--- config.mk ---
export PLATFORM = sky130hd
export DESIGN_NAME = mod_exp_sequencer
export DESIGN_NICKNAME = d
export VERILOG_FILES = /design/src/rtl/mod_mult_pkg.sv /design/src/rtl/mme_bit_counter.sv /design/src/rtl/mod_exp_sequencer.sv
export SDC_FILE = /design/constraint.sdc
export NUM_CORES = 1
export LEC_CHECK = 0
export BUFFER_PORTS_ARGS = -buffer_cell sky130_fd_sc_hd__buf_2
export CAP_MARGIN = 5
export CORE_MARGIN = 2
export CORE_UTILIZATION = 27
export CTS_CLUSTER_DIAMETER = 80
export DETAILED_ROUTE_END_ITERATION = 7
export PLACE_DENSITY = 0.46
export REMOVE_ABC_BUFFERS = 1
export SYNTH_ARGS = -nofsm -noshare
export SYNTH_HDL_FRONTEND = slang
export SYNTH_SLANG_ARGS = --single-unit
export TNS_END_PERCENT = 30
--- constraint.sdc ---
create_clock -name clk -period 3.6 [get_ports clk]
set_input_delay 0 -clock clk [delete_from_list [all_inputs] [get_ports clk]]
set_output_delay 0 -clock clk [all_outputs]
set_load 0.005 [all_outputs]
--- src/rtl/mod_mult_pkg.sv ---
// Shared definitions for the modular multiplier family: default datapath width
// and the exponentiation sequencer state encoding.
package mod_mult_pkg;

  localparam int unsigned DEFAULT_WIDTH = 8;

  typedef enum logic [2:0] {
    IDLE    = 3'd0,
    CHECK   = 3'd1,
    SQ_ISS  = 3'd2,
    SQ_WAIT = 3'd3,
    MU_ISS  = 3'd4,
    MU_WAIT = 3'd5,
    NEXT    = 3'd6,
    FIN     = 3'd7
  } state_t;

endpackage

--- src/rtl/mme_bit_counter.sv ---
// Exponent bit scanner: loadable down-counter selecting exp_val[i], MSB first.
module mme_bit_counter #(
  parameter int unsigned EXP_WIDTH = 8
) (
  input  logic                 clk,
  input  logic                 rst,
  input  logic                 load,
  input  logic                 dec,
  input  logic [EXP_WIDTH-1:0] exp_val,
  output logic                 is_zero_c,
  output logic                 bit_out_c
);

  localparam int unsigned CW = (EXP_WIDTH > 1) ? $clog2(EXP_WIDTH) : 1;
  localparam logic [CW-1:0] TOP = CW'(EXP_WIDTH - 1);

  logic [CW-1:0] cnt_q;

  // Saturates at zero so a stray decrement can never wrap the index.
  always_ff @(posedge clk or posedge rst) begin
    if (rst) begin
      cnt_q <= '0;
    end else if (load) begin
      cnt_q <= TOP;
    end else if (dec && (cnt_q != '0)) begin
      cnt_q <= cnt_q - CW'(1);
    end
  end

  assign is_zero_c = (cnt_q == '0);
  assign bit_out_c = exp_val[cnt_q];

endmodule

--- src/rtl/mod_exp_sequencer.sv ---
// Left-to-right square-and-multiply sequencer: issues one A*B mod N job at a time
// to the modular multiplier and holds BASE^EXP mod N.
module mod_exp_sequencer
  import mod_mult_pkg::*;
#(
  parameter int unsigned WIDTH     = DEFAULT_WIDTH,
  parameter int unsigned EXP_WIDTH = 8
) (
  input  logic                 clk,
  input  logic                 rst,
  input  logic                 start,
  input  logic [WIDTH-1:0]     base,
  input  logic [EXP_WIDTH-1:0] exponent,
  input  logic [WIDTH-1:0]     modulus,
  output logic                 busy,
  output logic                 done,
  output logic                 err,
  output logic [WIDTH-1:0]     result,
  output logic                 mm_start,
  output logic [WIDTH-1:0]     mm_a,
  output logic [WIDTH-1:0]     mm_b,
  output logic [WIDTH-1:0]     mm_n,
  input  logic                 mm_done,
  input  logic [WIDTH-1:0]     mm_product
);

  state_t               state_q, state_d;
  logic [WIDTH-1:0]     base_q, base_d;
  logic [EXP_WIDTH-1:0] exp_q, exp_d;
  logic [WIDTH-1:0]     r_q, r_d;
  logic                 armed_q, armed_d;
  logic                 busy_d, done_d, err_d, mm_start_d;
  logic [WIDTH-1:0]     result_d, mm_a_d, mm_b_d, mm_n_d;
  logic                 cnt_load, cnt_dec, cnt_zero, cnt_bit;

  mme_bit_counter #(.EXP_WIDTH(EXP_WIDTH)) u_bit_counter (
    .clk       (clk),
    .rst       (rst),
    .load      (cnt_load),
    .dec       (cnt_dec),
    .exp_val   (exp_q),
    .is_zero_c (cnt_zero),
    .bit_out_c (cnt_bit)
  );

  always_ff @(posedge clk or posedge rst) begin
    if (rst) begin
      state_q  <= IDLE;
      base_q   <= '0;
      exp_q    <= '0;
      r_q      <= '0;
      armed_q  <= 1'b0;
      busy     <= 1'b0;
      done     <= 1'b0;
      err      <= 1'b0;
      result   <= '0;
      mm_start <= 1'b0;
      mm_a     <= '0;
      mm_b     <= '0;
      mm_n     <= '0;
    end else begin
      state_q  <= state_d;
      base_q   <= base_d;
      exp_q    <= exp_d;
      r_q      <= r_d;
      armed_q  <= armed_d;
      busy     <= busy_d;
      done     <= done_d;
      err      <= err_d;
      result   <= result_d;
      mm_start <= mm_start_d;
      mm_a     <= mm_a_d;
      mm_b     <= mm_b_d;
      mm_n     <= mm_n_d;
    end
  end

  // Next-state and registered-output computation; outputs reflect the state entered.
  always_comb begin
    state_d    = state_q;
    base_d     = base_q;
    exp_d      = exp_q;
    r_d        = r_q;
    armed_d    = armed_q;
    busy_d     = busy;
    done_d     = 1'b0;
    err_d      = err;
    result_d   = result;
    mm_start_d = 1'b0;
    mm_a_d     = mm_a;
    mm_b_d     = mm_b;
    mm_n_d     = mm_n;
    cnt_load   = 1'b0;
    cnt_dec    = 1'b0;

    case (state_q)
      IDLE: begin
        if (start) begin
          base_d   = base;
          exp_d    = exponent;
          mm_n_d   = modulus;
          busy_d   = 1'b1;
          err_d    = 1'b0;
          result_d = '0;
          state_d  = CHECK;
        end
      end
      CHECK: begin
        if ((mm_n == '0) || (base_q >= mm_n)) begin
          err_d    = 1'b1;
          result_d = '0;
          state_d  = FIN;
        end else if (mm_n == WIDTH'(1)) begin
          result_d = '0;
          state_d  = FIN;
        end else if (exp_q == '0) begin
          result_d = WIDTH'(1);
          state_d  = FIN;
        end else begin
          r_d      = WIDTH'(1);
          cnt_load = 1'b1;
          state_d  = SQ_ISS;
        end
      end
      SQ_ISS: begin
        mm_a_d     = r_q;
        mm_b_d     = r_q;
        mm_start_d = 1'b1;
        armed_d    = 1'b0;
        state_d    = SQ_WAIT;
      end
      // A done level is only trusted after it has been seen low for this job.
      SQ_WAIT: begin
        if (!mm_done) begin
          armed_d = 1'b1;
        end else if (armed_q) begin
          r_d     = mm_product;
          state_d = cnt_bit ? MU_ISS : NEXT;
        end
      end
      MU_ISS: begin
        mm_a_d     = r_q;
        mm_b_d     = base_q;
        mm_start_d = 1'b1;
        armed_d    = 1'b0;
        state_d    = MU_WAIT;
      end
      MU_WAIT: begin
        if (!mm_done) begin
          armed_d = 1'b1;
        end else if (armed_q) begin
          r_d     = mm_product;
          state_d = NEXT;
        end
      end
      NEXT: begin
        if (cnt_zero) begin
          result_d = r_q;
          state_d  = FIN;
        end else begin
          cnt_dec = 1'b1;
          state_d = SQ_ISS;
        end
      end
      FIN: begin
        state_d = IDLE;
      end
      default: begin
        state_d = IDLE;
      end
    endcase

    if (state_d == FIN) begin
      done_d = 1'b1;
      busy_d = 1'b0;
    end
  end

endmodule

==> impl_metrics.yaml <==
run_status:
  status: "finished with violations"
  failed_checks: "design-rule violations"
placement:
  pre_cts_slack_ns: 0.979
  place_hpwl_um: 5790
  port_buffers: 71
  place_area_sq_um: 3720
  gp_congestion: 0.741
floorplanning:
  start_util_pct: 27.9
  io_pins: 72
  core_area_sq_um: 11500
  dieHeight_um: 113
  die_w_um: 113
  dieArea_sq_um: 12800
  rows: 39
synthesis:
  avgSynthCellArea_sq_um: 11.1
  synthDistinctLibCells: 45
  syn_inst: 290
  synth_top_area_share_pct: 52.3
  synth-main-ff-cell: "dfrtp_1"
  synthTopCellsByArea: "dfrtp_1 52%, mux2_2 5.6%, mux2i_1 5.0%"
  yosys_warnings: 0
  ys_ff_latch: 67
  async_flop_share_pct: 100
  synthesis.area_sq_um: 3210
  synth-edff-count: 0
  ys_seq_area_share_pct: 52.3
  synth_top_cell_by_area: "dfrtp_1"
clocking:
  cts_buffers: 9
  cts.clk_slew.worst_paths_ns: 0.06
  cts_buffer_depth: 2
  clkSinkCount: 67
  insertion_delay_ns: 0.34
  cts_tree: "yes"
  cts_setup_buffers: 0
  cts-root-buf: "clkbuf_16"
  h-tree-depth: 3
  ctsResizeCount: 0
  hold_buffers: 34
sta:
  drv_slew: 0
  period_needed_ns: 2.61
  rsz0062_at_grt: "false"
  clock_skew_ns: 0.0101
  clock.fmax_mhz: 383
  tns_ns: 0
  hold_viol_final: 0
  setup_viol: 0
  slew_headroom_pct: 41.1
  setup_slack_ns: 0.992
  tightest_slew_ns: 0.882
  fin_crit_sh_pct: 72.4
critical_path:
  endpoint: "base_q[1]$_DFFE_PP0P_"
  r2r_end: "base_q[1]$_DFFE_PP0P_"
  slowest_stage: "nor3b_4"
  crit_fanout: 25
  critical_path_class: "reg2reg"
  r2r_cells: 5
  crit_path_start: "state_q[1]$_DFF_PP0_"
  endpoint_kind: "flop"
  r2r-start: "state_q[1]$_DFF_PP0_"
  crit_path_cell_trace: "inv_1 -> nand2_1 -> nor3b_4 -> buf_4 -> mux2_2"
  critPathLaunchType: "flop"
  r2r_slack_ns: 0.99
  critPathArrivalTime_ns: 2.83
  required_ns: 3.82
  slowest_delay_ns: 0.60
flow_run:
  maxCapViolCount: 0
routing:
  drc_errors: 5
  drt-pass1-iter-count: 6
  routed_wl_um: 7940
  num_vias: 2503
  viasPerCell: 4.59
  ant_nets: 0
  wl_per_cell_um: 14.6
  drt_iter0_markers: 94
power:
  total_power_uw: 3990
  ir_worst_vdd_uv: 275
  powerDensity_nw_per_um2: 911
  power_frac_clock_pct: 24.0
  seq_power_share_pct: 36.4
  p_sw_uw: 1480
  internal_power_uw: 2520
  power_frac_comb_pct: 39.5
  swShare_pct: 37.0
  power.leakage_uw: 0.00211
finish:
  fill_cells: 1159
  drive_above_1_share_pct: 29.4
  final_area_sq_um: 4390
  antenna_cells: 0
  area_delta_synth_final_pct: 36.7
  mostFrequentLayoutCells: "71 x buf_2, 67 x dfrtp_1, 35 x nand2_1, 34 x dlygate4sd3_1, 28 x inv_1"
  nets: 443
  final_common_cell: "buf_2"
hold_path:
  hold_class: "in2reg"
  hold_depth: 3
global_routing:
  grt_overflow: 0
  track_usage_pct: 13.5
  first_global_vias: 2585
  antenna_found_initial: 0
  grt_pass1_wl_um: 13300
  grt_max_degree: 41
-- cells by family (layout without fill, tap and decap cells) --
group | Yosys count | count (layout) | synth area share, %
multiplexers | 43 | 43 | 15.1
flip-flops | 67 | 67 | 52.3
AO/OA/AOI/OAI | 60 | 60 | 12.9
XOR/XNOR | 3 | 3 | 0.819
buffers and inverters | 40 | 152 | 4.80
adder cells (fa/ha/maj) | 10 | 10 | 3.90
AND/OR/NAND/NOR | 67 | 67 | 10.2
-- layout make-up --
class	count	area [sq um]	share of cell area, %
timing repair buffer	107	711	16.2
clock inverter	5	85.1	1.94
tap	143	179	4.08
inverter	29	109	2.48
clock buffer	11	243	5.53
sequential	67	1680	38.2
multi-input combinational	183	1380	31.5
-- power groups by stage --
stage	logic, uW	clock network (uW)	registers [uW]
after CTS	1610	988	1470
after global placement	1560	0	1470
after global routing	1800	1020	1510
after floorplan	1140	0	1370
after detailed placement	1580	0	1470
final	1580	960	1450
-- worst min path at each step --
stage / startpoint / slack (ns) / to
2_1_floorplan: base[0] / 0.12 / base_q[0]$_DFFE_PP0P_
3_3_place_gp: modulus[6] / 0.21 / mm_n[6]$_DFFE_PP0P_
3_5_place_dp: modulus[5] / 0.21 / mm_n[5]$_DFFE_PP0P_
4_1_cts: mm_product[0] / 0.004 / r_q[0]$_DFFE_PP0P_
5_1_grt: mm_product[0] / 0.01 / r_q[0]$_DFFE_PP0P_
6_report: mm_product[0] / 0.005 / r_q[0]$_DFFE_PP0P_
-- critical path: cells and delay by family (launching register included) --
kind	cells	cell delay [ns]
flip-flops	1	0.51
multiplexers	1	0.36
buffers and inverters	2	0.68
AND/OR/NAND/NOR	2	0.93
-- per-layer routing --
| metal | vias to the layer above | global-route usage (%) | routed length (um) |
|---|---|---|---|
| li1 | 1231 | - | - |
| met1 | 1210 | 17.3 | 3690 |
| met2 | 56 | 22.1 | 3810 |
| met3 | 6 | 4.23 | 366 |
| met4 | 0 | 3.66 | 82 |
| met5 | - | 0 | 0 |
-- per-stage QoR --
step	util [%]	hold WS (ns)	std cells
finish	38.1	0.00535	545
CTS	38.1	0.00405	545
global placement	32.3	0.213	495
floorplan	-	0.117	279
global route	38.1	0.0137	545
detailed placement	32.3	0.213	495
-- registers in the layout (all words and copies together) (netlist names) --
| name | cells |
|---|---|
| armed_q | 1 |
| mm_n | 8 |
| mm_start | 1 |
| err | 1 |
| done | 1 |
| r_q | 8 |
| state_q | 3 |
| busy | 1 |
| exp_q | 8 |
| base_q | 8 |
| mm_b | 8 |
| result | 8 |
| mm_a | 8 |
| u_bit_counter.cnt_q | 3 |
-- cells in the mapped netlist (2+ instances only) --
| cell | n |
|---|---|
| mux2_1 | 8 |
| clkbuf_1 | 7 |
| a31oi_1 | 2 |
| inv_1 | 29 |
| dfrtp_1 | 67 |
| o21ai_0 | 12 |
| mux2i_1 | 16 |
| a21oi_1 | 13 |
| buf_2 | 3 |
| nor2_1 | 12 |
| mux2_2 | 16 |
| o22ai_1 | 16 |
| nor4_1 | 3 |
| ha_1 | 10 |
| nand2b_1 | 2 |
| mux2_4 | 2 |
| xnor2_1 | 2 |
| and3_1 | 2 |
| nor3_1 | 2 |
| or3_1 | 2 |
| nand2_1 | 35 |
| o211ai_1 | 2 |
| nand3_1 | 3 |
| o21ai_1 | 3 |
(Power assumes the default switching activity.)
